## config.mk

```make
export PLATFORM = sky130hd
export DESIGN_NAME = pipeline_ctrl_flat
export DESIGN_NICKNAME = d
export VERILOG_FILES = /design/src/rtl/pipeline_ctrl_pkg.sv /design/src/rtl/pipeline_ctrl_if.sv /design/src/rtl/pipeline_ctrl_load_use_detect.sv /design/src/rtl/pipeline_ctrl.sv /design/src/flat_wrapper.sv
export SDC_FILE = /design/constraint.sdc
export NUM_CORES = 1
export LEC_CHECK = 0
export ABC_CLOCK_PERIOD_IN_PS = 2620
export BUFFER_PORTS_ARGS = -buffer_cell sky130_fd_sc_hd__buf_2
export CAP_MARGIN = 20
export CORE_MARGIN = 2
export CORE_UTILIZATION = 51
export CTS_BUF_LIST = sky130_fd_sc_hd__clkbuf_8
export DETAILED_ROUTE_END_ITERATION = 10
export GPL_TIMING_DRIVEN = 0
export PLACE_DENSITY_LB_ADDON = 0.05
export SYNTH_ARGS = -nofsm -noshare
export SYNTH_HDL_FRONTEND = slang
export SYNTH_HIERARCHICAL = 1
export SYNTH_SLANG_ARGS = --single-unit
```

## constraint.sdc

```tcl
create_clock -name clk -period 2.62 [get_ports clk]
set_input_delay 0.655 -clock clk [delete_from_list [all_inputs] [get_ports clk]]
set_output_delay 0.655 -clock clk [all_outputs]
set_load 0.02 [all_outputs]
```

## src/rtl/pipeline_ctrl_pkg.sv

```systemverilog
// Shared definitions for the pipeline stall/flush sequencer: FSM state
// encoding, default widths and the register-field positions inside an
// instruction word.
package pipe_ctrl_pkg;

   localparam int REG_BITS_DEF = 3;
   localparam int INSTR_W_DEF  = 16;

   // Source register fields in the decode-stage instruction
   localparam int RS_LSB = 8;   // Rs = instr[10:8]
   localparam int RT_LSB = 5;   // Rt = instr[7:5]

   typedef enum logic [1:0] {
      ST_RUN     = 2'd0,
      ST_MEMWAIT = 2'd1,
      ST_HALT    = 2'd2,
      ST_ERROR   = 2'd3
   } pipe_state_e;

endpackage

```

## src/rtl/pipeline_ctrl_if.sv

```systemverilog
// Control bundle between the pipeline datapath (master) and the stall/flush
// sequencer (slave). The performance counter signals exist only when
// PIPE_CTRL_PERF_EN is defined.
interface pipeline_ctrl_if #(
   parameter int REG_BITS = 3,
   parameter int INSTR_W  = 16,
   parameter int CNT_W    = 16
);
   logic [INSTR_W-1:0]  instr_ID;
   logic                memReadEnable_EX;
   logic                memWriteEnable_EX;
   logic [REG_BITS-1:0] regWriteNum_EX;
   logic                branchTaken_EX;
   logic                memReq_MEM;
   logic                memReady;
   logic                halt_WB;

   logic                stall_IF;
   logic                stall_ID;
   logic                bubble_EX;
   logic                stall_EX;
   logic                stall_MEM;
   logic                flush_IF;
   logic                flush_ID;
   logic                halted;
   logic                memErr;
`ifdef PIPE_CTRL_PERF_EN
   logic [CNT_W-1:0]    stallCycles;
   logic [CNT_W-1:0]    flushCount;
   logic [CNT_W-1:0]    loadUseCount;
`endif

   modport master (
      output instr_ID, memReadEnable_EX, memWriteEnable_EX, regWriteNum_EX,
             branchTaken_EX, memReq_MEM, memReady, halt_WB,
      input  stall_IF, stall_ID, bubble_EX, stall_EX, stall_MEM,
             flush_IF, flush_ID, halted, memErr
`ifdef PIPE_CTRL_PERF_EN
      , input stallCycles, flushCount, loadUseCount
`endif
   );

   modport slave (
      input  instr_ID, memReadEnable_EX, memWriteEnable_EX, regWriteNum_EX,
             branchTaken_EX, memReq_MEM, memReady, halt_WB,
      output stall_IF, stall_ID, bubble_EX, stall_EX, stall_MEM,
             flush_IF, flush_ID, halted, memErr
`ifdef PIPE_CTRL_PERF_EN
      , output stallCycles, flushCount, loadUseCount
`endif
   );

endinterface

```

## src/rtl/pipeline_ctrl_load_use_detect.sv

```systemverilog
// Load-use hazard detector: flags when the instruction in EX is a load whose
// destination matches either source register of the instruction in ID.
// A store (read and write both set) is not a load.
module load_use_detect
   import pipe_ctrl_pkg::*;
#(
   parameter int REG_BITS = REG_BITS_DEF,
   parameter int INSTR_W  = INSTR_W_DEF
) (
   input  logic [INSTR_W-1:0]  i_instr_ID,
   input  logic                i_mem_read_ex,
   input  logic                i_mem_write_ex,
   input  logic [REG_BITS-1:0] i_reg_write_num_ex,
   output logic                o_load_use
);

   logic [REG_BITS-1:0] w_rs;
   logic [REG_BITS-1:0] w_rt;
   logic                w_unused_instr_bits;

   assign w_rs = i_instr_ID[RS_LSB +: REG_BITS];
   assign w_rt = i_instr_ID[RT_LSB +: REG_BITS];

   // Opcode and immediate bits play no part in hazard detection
   assign w_unused_instr_bits = ^{i_instr_ID[INSTR_W-1:RS_LSB+REG_BITS],
                                  i_instr_ID[RT_LSB-1:0]};

   assign o_load_use = i_mem_read_ex & ~i_mem_write_ex &
                       ((w_rs == i_reg_write_num_ex) | (w_rt == i_reg_write_num_ex));

endmodule

```

## src/rtl/pipeline_ctrl.sv

```systemverilog
// Central stall/flush sequencer for the five-stage pipeline.
// Combines memory waits, taken branches and load-use hazards into per-stage
// stall/bubble/flush controls and owns the terminal HALT and ERROR states.
// Optional feature macro: PIPE_CTRL_PERF_EN adds saturating event counters.
module pipeline_ctrl
   import pipe_ctrl_pkg::*;
#(
   parameter int REG_BITS    = REG_BITS_DEF,
   parameter int INSTR_W     = INSTR_W_DEF,
   parameter int MEM_TIMEOUT = 64,
   parameter int CNT_W       = 16
) (
   input  logic             clk,
   input  logic             rst_n,
   pipeline_ctrl_if.slave   bus
);

   localparam logic [1:0] S_RUN     = ST_RUN;
   localparam logic [1:0] S_MEMWAIT = ST_MEMWAIT;
   localparam logic [1:0] S_HALT    = ST_HALT;
   localparam logic [1:0] S_ERROR   = ST_ERROR;

   localparam int              WAIT_W   = $clog2(MEM_TIMEOUT + 1);
   localparam logic [WAIT_W-1:0] WAIT_MAX = WAIT_W'(MEM_TIMEOUT);

   logic [1:0]        r_state;
   logic [1:0]        w_state_next;
   logic [WAIT_W-1:0] r_wait_cnt;
   logic [WAIT_W-1:0] w_wait_cnt_next;
   logic              r_halted;
   logic              r_mem_err;

   logic w_load_use;
   logic w_mem_stall;
   logic w_hold;
   logic w_active;
   logic w_flush;
   logic w_bubble;

   load_use_detect #(
      .REG_BITS (REG_BITS),
      .INSTR_W  (INSTR_W)
   ) u_load_use_detect (
      .i_instr_ID         (bus.instr_ID),
      .i_mem_read_ex      (bus.memReadEnable_EX),
      .i_mem_write_ex     (bus.memWriteEnable_EX),
      .i_reg_write_num_ex (bus.regWriteNum_EX),
      .o_load_use         (w_load_use)
   );

   // Per-stage controls: freeze everything on a memory wait or in a terminal
   // state; otherwise a branch squashes, else a load-use hazard bubbles.
   always_comb begin
      w_mem_stall = bus.memReq_MEM & ~bus.memReady;
      w_hold      = ((r_state == S_RUN)     &  w_mem_stall)   |
                    ((r_state == S_MEMWAIT) & ~bus.memReady)  |
                     (r_state == S_HALT) | (r_state == S_ERROR);
      // A branch held in a frozen EX is acted on here, in the first
      // unfrozen cycle, and only once.
      w_active    = ((r_state == S_RUN)     & ~w_mem_stall)   |
                    ((r_state == S_MEMWAIT) &  bus.memReady);
      w_flush     = w_active & bus.branchTaken_EX;
      w_bubble    = w_active & ~bus.branchTaken_EX & w_load_use;
   end

   assign bus.stall_IF  = w_hold | w_bubble;
   assign bus.stall_ID  = w_hold | w_bubble;
   assign bus.stall_EX  = w_hold;
   assign bus.stall_MEM = w_hold;
   assign bus.bubble_EX = w_bubble;
   assign bus.flush_IF  = w_flush;
   assign bus.flush_ID  = w_flush;
   assign bus.halted    = r_halted;
   assign bus.memErr    = r_mem_err;

   // Next-state and wait-counter logic
   always_comb begin
      w_state_next    = r_state;
      w_wait_cnt_next = r_wait_cnt;
      case (r_state)
         S_RUN: begin
            if (w_mem_stall) begin
               w_state_next    = S_MEMWAIT;
               w_wait_cnt_next = WAIT_W'(1);
            end else if (bus.halt_WB) begin
               w_state_next    = S_HALT;
            end
         end
         S_MEMWAIT: begin
            if (bus.memReady) begin
               w_state_next    = bus.halt_WB ? S_HALT : S_RUN;
               w_wait_cnt_next = '0;
            end else if (r_wait_cnt == WAIT_MAX) begin
               w_state_next    = S_ERROR;
            end else begin
               w_wait_cnt_next = r_wait_cnt + WAIT_W'(1);
            end
         end
         default: begin
            w_state_next = r_state;
         end
      endcase
   end

   // State, wait counter and registered status flags
   always_ff @(posedge clk or negedge rst_n) begin
      if (!rst_n) begin
         r_state    <= S_RUN;
         r_wait_cnt <= '0;
         r_halted   <= 1'b0;
         r_mem_err  <= 1'b0;
      end else begin
         r_state    <= w_state_next;
         r_wait_cnt <= w_wait_cnt_next;
         r_halted   <= (w_state_next == S_HALT);
         r_mem_err  <= (w_state_next == S_ERROR);
      end
   end

`ifdef PIPE_CTRL_PERF_EN
   // Event order: 0 = stall_IF cycles, 1 = flush cycles, 2 = load-use bubbles
   logic [2:0] w_perf_evt;
   assign w_perf_evt = {w_bubble, w_flush, w_hold | w_bubble};

   for (genvar gi = 0; gi < 3; gi++) begin : g_perf
      logic [CNT_W-1:0] r_cnt;
      // Saturating event counter
      always_ff @(posedge clk or negedge rst_n) begin
         if (!rst_n) begin
            r_cnt <= '0;
         end else if (w_perf_evt[gi] && (r_cnt != {CNT_W{1'b1}})) begin
            r_cnt <= r_cnt + CNT_W'(1);
         end
      end
   end

   assign bus.stallCycles  = g_perf[0].r_cnt;
   assign bus.flushCount   = g_perf[1].r_cnt;
   assign bus.loadUseCount = g_perf[2].r_cnt;
`endif

endmodule

```

## src/flat_wrapper.sv

```systemverilog
// flat-port wrapper written by rule: the top's interface ports become plain ports
module pipeline_ctrl_flat import pipe_ctrl_pkg::*;
#(
   parameter int REG_BITS    = REG_BITS_DEF,
   parameter int INSTR_W     = INSTR_W_DEF,
   parameter int MEM_TIMEOUT = 64,
   parameter int CNT_W       = 16
)
  (clk, rst_n, bus_instr_ID, bus_memReadEnable_EX, bus_memWriteEnable_EX, bus_regWriteNum_EX, bus_branchTaken_EX, bus_memReq_MEM, bus_memReady, bus_halt_WB, bus_stall_IF, bus_stall_ID, bus_bubble_EX, bus_stall_EX, bus_stall_MEM, bus_flush_IF, bus_flush_ID, bus_halted, bus_memErr);
  pipeline_ctrl_if #(.REG_BITS(REG_BITS), .INSTR_W(INSTR_W), .CNT_W(CNT_W)) bus_i ();
  input  logic clk;
  input  logic rst_n;
  input wire logic [$bits(bus_i.instr_ID)-1:0] bus_instr_ID;
  input wire logic [$bits(bus_i.memReadEnable_EX)-1:0] bus_memReadEnable_EX;
  input wire logic [$bits(bus_i.memWriteEnable_EX)-1:0] bus_memWriteEnable_EX;
  input wire logic [$bits(bus_i.regWriteNum_EX)-1:0] bus_regWriteNum_EX;
  input wire logic [$bits(bus_i.branchTaken_EX)-1:0] bus_branchTaken_EX;
  input wire logic [$bits(bus_i.memReq_MEM)-1:0] bus_memReq_MEM;
  input wire logic [$bits(bus_i.memReady)-1:0] bus_memReady;
  input wire logic [$bits(bus_i.halt_WB)-1:0] bus_halt_WB;
  output wire logic [$bits(bus_i.stall_IF)-1:0] bus_stall_IF;
  output wire logic [$bits(bus_i.stall_ID)-1:0] bus_stall_ID;
  output wire logic [$bits(bus_i.bubble_EX)-1:0] bus_bubble_EX;
  output wire logic [$bits(bus_i.stall_EX)-1:0] bus_stall_EX;
  output wire logic [$bits(bus_i.stall_MEM)-1:0] bus_stall_MEM;
  output wire logic [$bits(bus_i.flush_IF)-1:0] bus_flush_IF;
  output wire logic [$bits(bus_i.flush_ID)-1:0] bus_flush_ID;
  output wire logic [$bits(bus_i.halted)-1:0] bus_halted;
  output wire logic [$bits(bus_i.memErr)-1:0] bus_memErr;
  assign bus_i.instr_ID = bus_instr_ID;
  assign bus_i.memReadEnable_EX = bus_memReadEnable_EX;
  assign bus_i.memWriteEnable_EX = bus_memWriteEnable_EX;
  assign bus_i.regWriteNum_EX = bus_regWriteNum_EX;
  assign bus_i.branchTaken_EX = bus_branchTaken_EX;
  assign bus_i.memReq_MEM = bus_memReq_MEM;
  assign bus_i.memReady = bus_memReady;
  assign bus_i.halt_WB = bus_halt_WB;
  assign bus_stall_IF = bus_i.stall_IF;
  assign bus_stall_ID = bus_i.stall_ID;
  assign bus_bubble_EX = bus_i.bubble_EX;
  assign bus_stall_EX = bus_i.stall_EX;
  assign bus_stall_MEM = bus_i.stall_MEM;
  assign bus_flush_IF = bus_i.flush_IF;
  assign bus_flush_ID = bus_i.flush_ID;
  assign bus_halted = bus_i.halted;
  assign bus_memErr = bus_i.memErr;
  pipeline_ctrl #(.REG_BITS(REG_BITS), .INSTR_W(INSTR_W), .MEM_TIMEOUT(MEM_TIMEOUT), .CNT_W(CNT_W)) u_core (.clk(clk), .rst_n(rst_n), .bus(bus_i));
endmodule
```

==> results of run 1 <==
[sequential cells by signal, indices dropped and copies added (netlist names)]
| name | flops |
|---|---|
| u_core/bus.halted | 1 |
| u_core/bus.memErr | 1 |
| u_core/r_state | 2 |
| u_core/r_wait_cnt | 7 |
[area by class of cell]
| cell class | instances | area (um^2) | share of cell area (%) |
|---|---|---|---|
| Buffer | 5 | 32.5 | 3.33 |
| Clock buffer | 3 | 41.3 | 4.23 |
| Clock inverter | 1 | 3.75 | 0.385 |
| Inverter | 7 | 26.3 | 2.69 |
| Multi-Input combinational cell | 62 | 452 | 46.3 |
| Sequential cell | 11 | 275 | 28.2 |
| Tap cell | 16 | 20.0 | 2.05 |
| Timing Repair Buffer | 25 | 125 | 12.8 |
[per-layer routing]
metal  track usage [%]  vias to the layer above  wire, um
li1                  -                      366         -
met1              25.1                      345       694
met2              35.8                       31       829
met3              1.28                        4        96
met4              10.9                        0        27
met5                 0                        -         0
[critical path, stage by stage]
cell and delay (ns):
buf_2 0.11, xnor2_1 0.16, nand3_1 0.09, a21oi_1 0.14
nand2b_1 0.08, nand3_1 0.10, buf_4 0.11, buf_2 0.14
[power by group through the flow]
stage                     Clock, mW  Sequential [mW]  Combinational [mW]
after floorplan                   0            0.213              0.0491
after global placement            0            0.207              0.0907
after detailed placement          0            0.208              0.0930
after CTS                     0.170            0.205              0.0930
after global routing          0.177            0.208               0.103
final                         0.163            0.205              0.0920
[cells in the mapped netlist, types with 3 or more instances]
cell type  number
inv_1           7
nand2b_1        3
o21ai_0         3
xnor2_1         6
dfrtp_1        11
a21oi_1         4
nand2_1         5
buf_4           3
nand3_1         5
o211ai_1        5
nor2_1          4
[stage by stage]
| stage | hold slack (ns) | power [mW] | util [%] |
|---|---|---|---|
| global route | 0.296 | 0.488 | 66.3 |
| floorplan | 0.359 | 0.262 | - |
| detailed placement | 0.541 | 0.301 | 63.3 |
| global placement | 0.536 | 0.298 | 63.3 |
| CTS | 0.285 | 0.468 | 66.3 |
| finish | 0.278 | 0.460 | 66.3 |
[how the worst max path moves through the flow]
stage / to / slack [ns] / cells after the start
after floorplan: bus_stall_IF / 0.50 / 6
after global placement: bus_stall_IF / 0.38 / 8
after global routing: bus_stall_IF / 0.25 / 8
after detailed placement: bus_stall_IF / 0.36 / 8
final: bus_stall_IF / 0.37 / 8
after CTS: bus_stall_IF / 0.36 / 8
[cell families (layout without fill, tap and decap cells)]
group	Yosys count	count (layout)	synth area share [%]
fa+ha+maj	2	2	3.18
xor+xnor	6	6	6.69
simple gates	31	31	26.1
buf+inv	12	41	7.48
flops	11	11	35.0
mux	2	2	2.55
compound gates	21	21	19.0
==> run summary, run 1 <==
vias - 746
register area share after synthesis - 35.0%
sw power - 0.127 mW
status - finished, final reports clean
Power Dens Cells - 472 nW/um^2
post-route setup TNS - 0 ns
Crit path arrival time - 1.60 ns
Clock transition at path regs - 0.05 ns
Max Fclk - 0.444 GHz
dominant synthesized flop cell - dfrtp_1
final setup violation count - 0
crit end category - output pin
total wire length - 1650 um
clk_lat worst skew - 0.23 ns
vias per cell - 5.74
Max-Cap Viols - 0
Clock Tree Buf Depth - 2
Core Area - 1470 um^2
Final Instance Area - 976 um^2
Root Driver - clkbuf_8
Hold Crit Class - in -> async
post_cts resized - 0
Post-Synthesis Cells - 85
Initial Utilization - 53.4%
CP Class - in -> out
largest area contributor in the netlist - dfrtp_1
Die Area - 1870 um^2
CTS Hold Bufs - 0
Post-Place Cell Area - 931 um^2
Peak VDD IR - 0.379 mV
placed instance count - 126
Worst setup SP type - input port
Yosys cell types - 33
Leakage - 0.433 nW
initial antenna violation count - 0
final hold violations - 0
Avg Cell Area, Syn - 9.24 um^2
RSZ-0062 raised after global routing - no
Antenna diodes - 0
layout overhead on the synthesized area - 24.2%
dpl ws - 0.360 ns
commonest non-fill, non-tap cell in the layout - buf_2
Rel. slew slack - 70.6%
Detail Route Antenna Nets - 0
Critical R2R Launch - u_core/r_wait_cnt[0]$_DFFE_PN0P_
crit path launch - bus_regWriteNum_EX[0]
slew of the pin with the lowest slew margin - 0.441 ns
gr ovfl total - 0
Synth top area share - 35.0%
# rows - 14
min cycle time layout - 2.25 ns
Post-CTS Setup Inserts - 0
GP Congestion - 0.820
io pins - 36
R2R Setup Slk - 1.05 ns
FF-to-FF path depth - 5
syn nets - 114
internal power - 0.333 mW
Comb pwr share - 20.0%
worst-path fanout max - 2
Post-synth ARST share - 100%
Post-synth EDFFs - 0
Die Ht - 43.3 um
DRT Pass-1 Iters - 4
Num Clock Sinks - 11
Net Sw Frac - 27.7%
Worst Path Required - 1.97 ns
WL per Instance - 12.7 um
Nets - 144
Flop pwr share - 44.6%
RR Endpoint - u_core/r_wait_cnt[1]$_DFFE_PN0P_
most frequent cells in the layout - buf_2 (27), dfrtp_1 (11), inv_1 (8), xnor2_1 (6)
largest cells by area after synthesis - dfrtp_1 (35%), xnor2_1 (6.7%), o211ai_1 (4.8%)
CTS tree - done
final critical-path share of the clock period - 85.9%
clock skew after layout - 0.00441 ns
Initial DRC Count - 9
largest net degree at the start of global routing - 12
DRC - 0
Yosys reg bits - 11
DP HPWL - 1320 um
non-filler instance count after layout - 130
fraction of layout cells with a size suffix above 1 - 32.5%
Ys Warns - 6
count of port buffers added during placement - 25
TritonCTS buffer count - 3
Final WS setup - 0.370 ns
Chip Width - 43.3 um
filler cell count - 138
gr usage total - 20.6%
Synth Cell Area - 786 um^2
vias in the first global route - 714
CTS H-tree lvls - 1
clock share of power - 35.4%
first-pass GRT wire length - 2930 um
Max Slew Vio Count - 0
(Power assumes the default switching activity.)
==> run 2, diff against run 1 <==
ABC_CLOCK_PERIOD_IN_PS = 2000   (was 2620)
CORE_UTILIZATION = 43   (was 51)
clock period = 2 ns   (was 2.62 ns; I/O delays follow)
==> run 2 against run 1 <==
  * Sequential share of layout area down 0.91 points
  * Non-clock buffer count did not move
  * Die area rose by 17%
  * Wire length grew 1.4%
  * Critical path depth did not move
  * Global-route usage fell by 4.0 points
  * Critical path type unchanged
  * Largest cell class unchanged
  * Largest power group unchanged
  * Highest routed layer is now met3
==> run summary, run 2 (synthesis gave the netlist of run 1 again) <==
final critical-path share of the clock period - 95.7%
crit path buf inv count - 3 (unchanged)
RSZ-0062 raised after global routing - no
Worst Path Required - 1.50 ns (-0.47 ns)
Initial Utilization - 45.5% (-7.9 points)
Top Family by Delay on Critical Path - buffers and inverters
# rows - 15 (+1)
Max Slew Vio Count - 0 (unchanged)
vias - 712 (-4.6%)
largest net degree at the start of global routing - 12 (unchanged)
Largest register FFs - 7 (unchanged)
Die Area - 2190 um^2 (+17%)
Clock Tree Buf Depth - 2 (unchanged)
count of port buffers added during placement - 25 (unchanged)
CTS H-tree lvls - 1 (unchanged)
clock skew after layout - 0.00986 ns (+0.00545 ns)
Nets - 144 (unchanged)
Post-Place Cell Area - 942 um^2 (+1.2%)
final setup violation count - 0 (unchanged)
clk_lat worst skew - 0.24 ns (about the same)
TritonCTS buffer count - 3 (unchanged)
Max Fclk - 0.522 GHz
Die Ht - 46.7 um (+8.1%)
Crit path arrival time - 1.41 ns (-0.19 ns)
Min Hold Slack - 0.119 ns (-0.159 ns)
Num Clock Sinks - 11 (unchanged)
Core Area - 1730 um^2 (+17%)
DP HPWL - 1340 um (+0.79%)
Comb pwr share - 20.5% (+0.5 points)
Leakage - 0.446 nW (+3.0%)
Power Dens Cells - 609 nW/um^2 (+29%)
Root Driver - clkbuf_8
filler cell count - 158 (+14%)
post_cts resized - 0 (unchanged)
initial antenna violation count - 0 (unchanged)
CP max stage cell - xnor2_2
CP Class - in -> out
clock share of power - 35.6% (+0.2 points)
CTS tree - done
GP Congestion - 0.783 (-4.5%)
Flop pwr share - 43.8% (-0.8 points)
Biggest register - u_core/r_wait_cnt
CP max stage delay - 0.16 ns (about the same)
placed instance count - 135 (+7.1%)
fraction of layout cells with a size suffix above 1 - 35.1% (+2.6 points)
most frequent cells in the layout - buf_2 (26), dfrtp_1 (11), inv_1 (8)
io pins - 36 (unchanged)
Antenna diodes - 0 (unchanged)
Initial DRC Count - 17 (+8)
Final Instance Area - 1010 um^2 (+3.3%)
Peak VDD IR - 0.472 mV (+24%)
Detail Route Antenna Nets - 0 (unchanged)
total wire length - 1670 um (+1.4%)
status - finished, final reports clean
Rel. slew slack - 73.6% (+3.0 points)
commonest non-fill, non-tap cell in the layout - buf_2
min cycle time layout - 1.91 ns
vias in the first global route - 621 (-13%)
Max-Cap Viols - 0 (unchanged)
non-filler instance count after layout - 139 (+6.9%)
CTS Hold Bufs - 0 (unchanged)
layout overhead on the synthesized area - 28.3%
DRC - 0 (unchanged)
Hold Crit Class - in -> async
Net Sw Frac - 28.6% (+0.89 points)
Chip Width - 46.7 um (+8.1%)
sw power - 0.175 mW (+38%)
post-route setup TNS - 0 ns (unchanged)
DRT Pass-1 Iters - 4 (unchanged)
gr ovfl total - 0 (unchanged)
Worst setup SP type - input port
final hold violations - 0 (unchanged)
Top Registers - u_core/r_wait_cnt: 7 flops, u_core/r_state: 2 flops
worst-path fanout max - 2 (unchanged)
first-pass GRT wire length - 2620 um (-11%)
slew of the pin with the lowest slew margin - 0.396 ns (-0.0449 ns)
total power draw - 0.614 mW (+33%)
vias per cell - 5.12 (-11%)
crit end category - output pin
gr usage total - 16.7% (-4.0 points)
Post-CTS Setup Inserts - 0 (unchanged)
WL per Instance - 12.0 um (-5.2%)
Clock transition at path regs - 0.06 ns (about the same)
internal power - 0.439 mW (+32%)
crit-path cells - buf_2 -> xnor2_2 -> nand3_1 -> a21oi_2 -> nand2b_1 -> nand3_1 -> buf_4 -> buf_4
[run 2: changes by cell type in the layout (fill, tap and decap cells not counted)]
cell	delta
a21oi_1	-1
xnor2_2	+2
a21oi_2	+1
xnor2_1	-2
buf_2	-1
buf_4	+1
[run 2: worst register-to-register path, stage by stage (launching register included)]
cell and delay [ns]:
dfrtp_1 0.43, inv_1 0.11, ha_1 0.21, nand4bb_4 0.15
or4b_1 0.50, o211ai_1 0.10
[run 2: metrics by stage]
stage | setup WS [ns] | util [%]
3_5_place_dp | 0.0316 | 54.6
5_1_grt | 0.000759 | 58.4
4_1_cts | 0.0258 | 57.2
6_report | 0.0856 | 58.4
2_1_floorplan | 0.190 | -
3_3_place_gp | 0.0731 | 54.6
[run 2: layout make-up]
type	instances	area, um^2	share of cell area (%)
Sequential cell	11	275	27.3
Tap cell	25	31.3	3.10
Inverter	7	26.3	2.61
Clock buffer	3	41.3	4.09
Clock inverter	1	3.75	0.372
Buffer	5	32.5	3.23
Timing Repair Buffer	25	128	12.7
Multi-Input combinational cell	62	470	46.6
[run 2: power groups by stage]
| stage | clock (mW) | combinational, mW | sequential [mW] |
|---|---|---|---|
| 2_1_floorplan | 0 | 0.0643 | 0.279 |
| 3_3_place_gp | 0 | 0.120 | 0.271 |
| 3_5_place_dp | 0 | 0.122 | 0.272 |
| 4_1_cts | 0.224 | 0.122 | 0.268 |
| 5_1_grt | 0.243 | 0.140 | 0.273 |
| 6_report | 0.219 | 0.126 | 0.269 |
[run 2: final timing paths]
path                                               endpoint  slack, ns                             start  cells after the start
setup / recovery                               bus_stall_IF       0.09             bus_regWriteNum_EX[0]                      8
hold / removal             u_core/r_wait_cnt[3]$_DFFE_PN0P_       0.12                             rst_n                      1
setup reg to reg           u_core/r_wait_cnt[1]$_DFFE_PN0P_       0.43  u_core/r_wait_cnt[0]$_DFFE_PN0P_                      5
hold reg to reg            u_core/r_wait_cnt[6]$_DFFE_PN0P_       0.56  u_core/r_wait_cnt[6]$_DFFE_PN0P_                      1
max in group asynchronous       u_core/bus.halted$_DFF_PN0_       1.67                             rst_n                      1
min in group clk                u_core/bus.halted$_DFF_PN0_       0.52                       bus_halt_WB                      3
[run 2: layer usage]
| layer | GRT usage (%) | wire length [um] | up-vias |
|---|---|---|---|
| li1 | - | - | 366 |
| met4 | 0 | 0 | 0 |
| met1 | 23.3 | 764 | 324 |
| met3 | 5.77 | 93 | 0 |
| met5 | 0 | 0 | - |
| met2 | 26.9 | 812 | 22 |
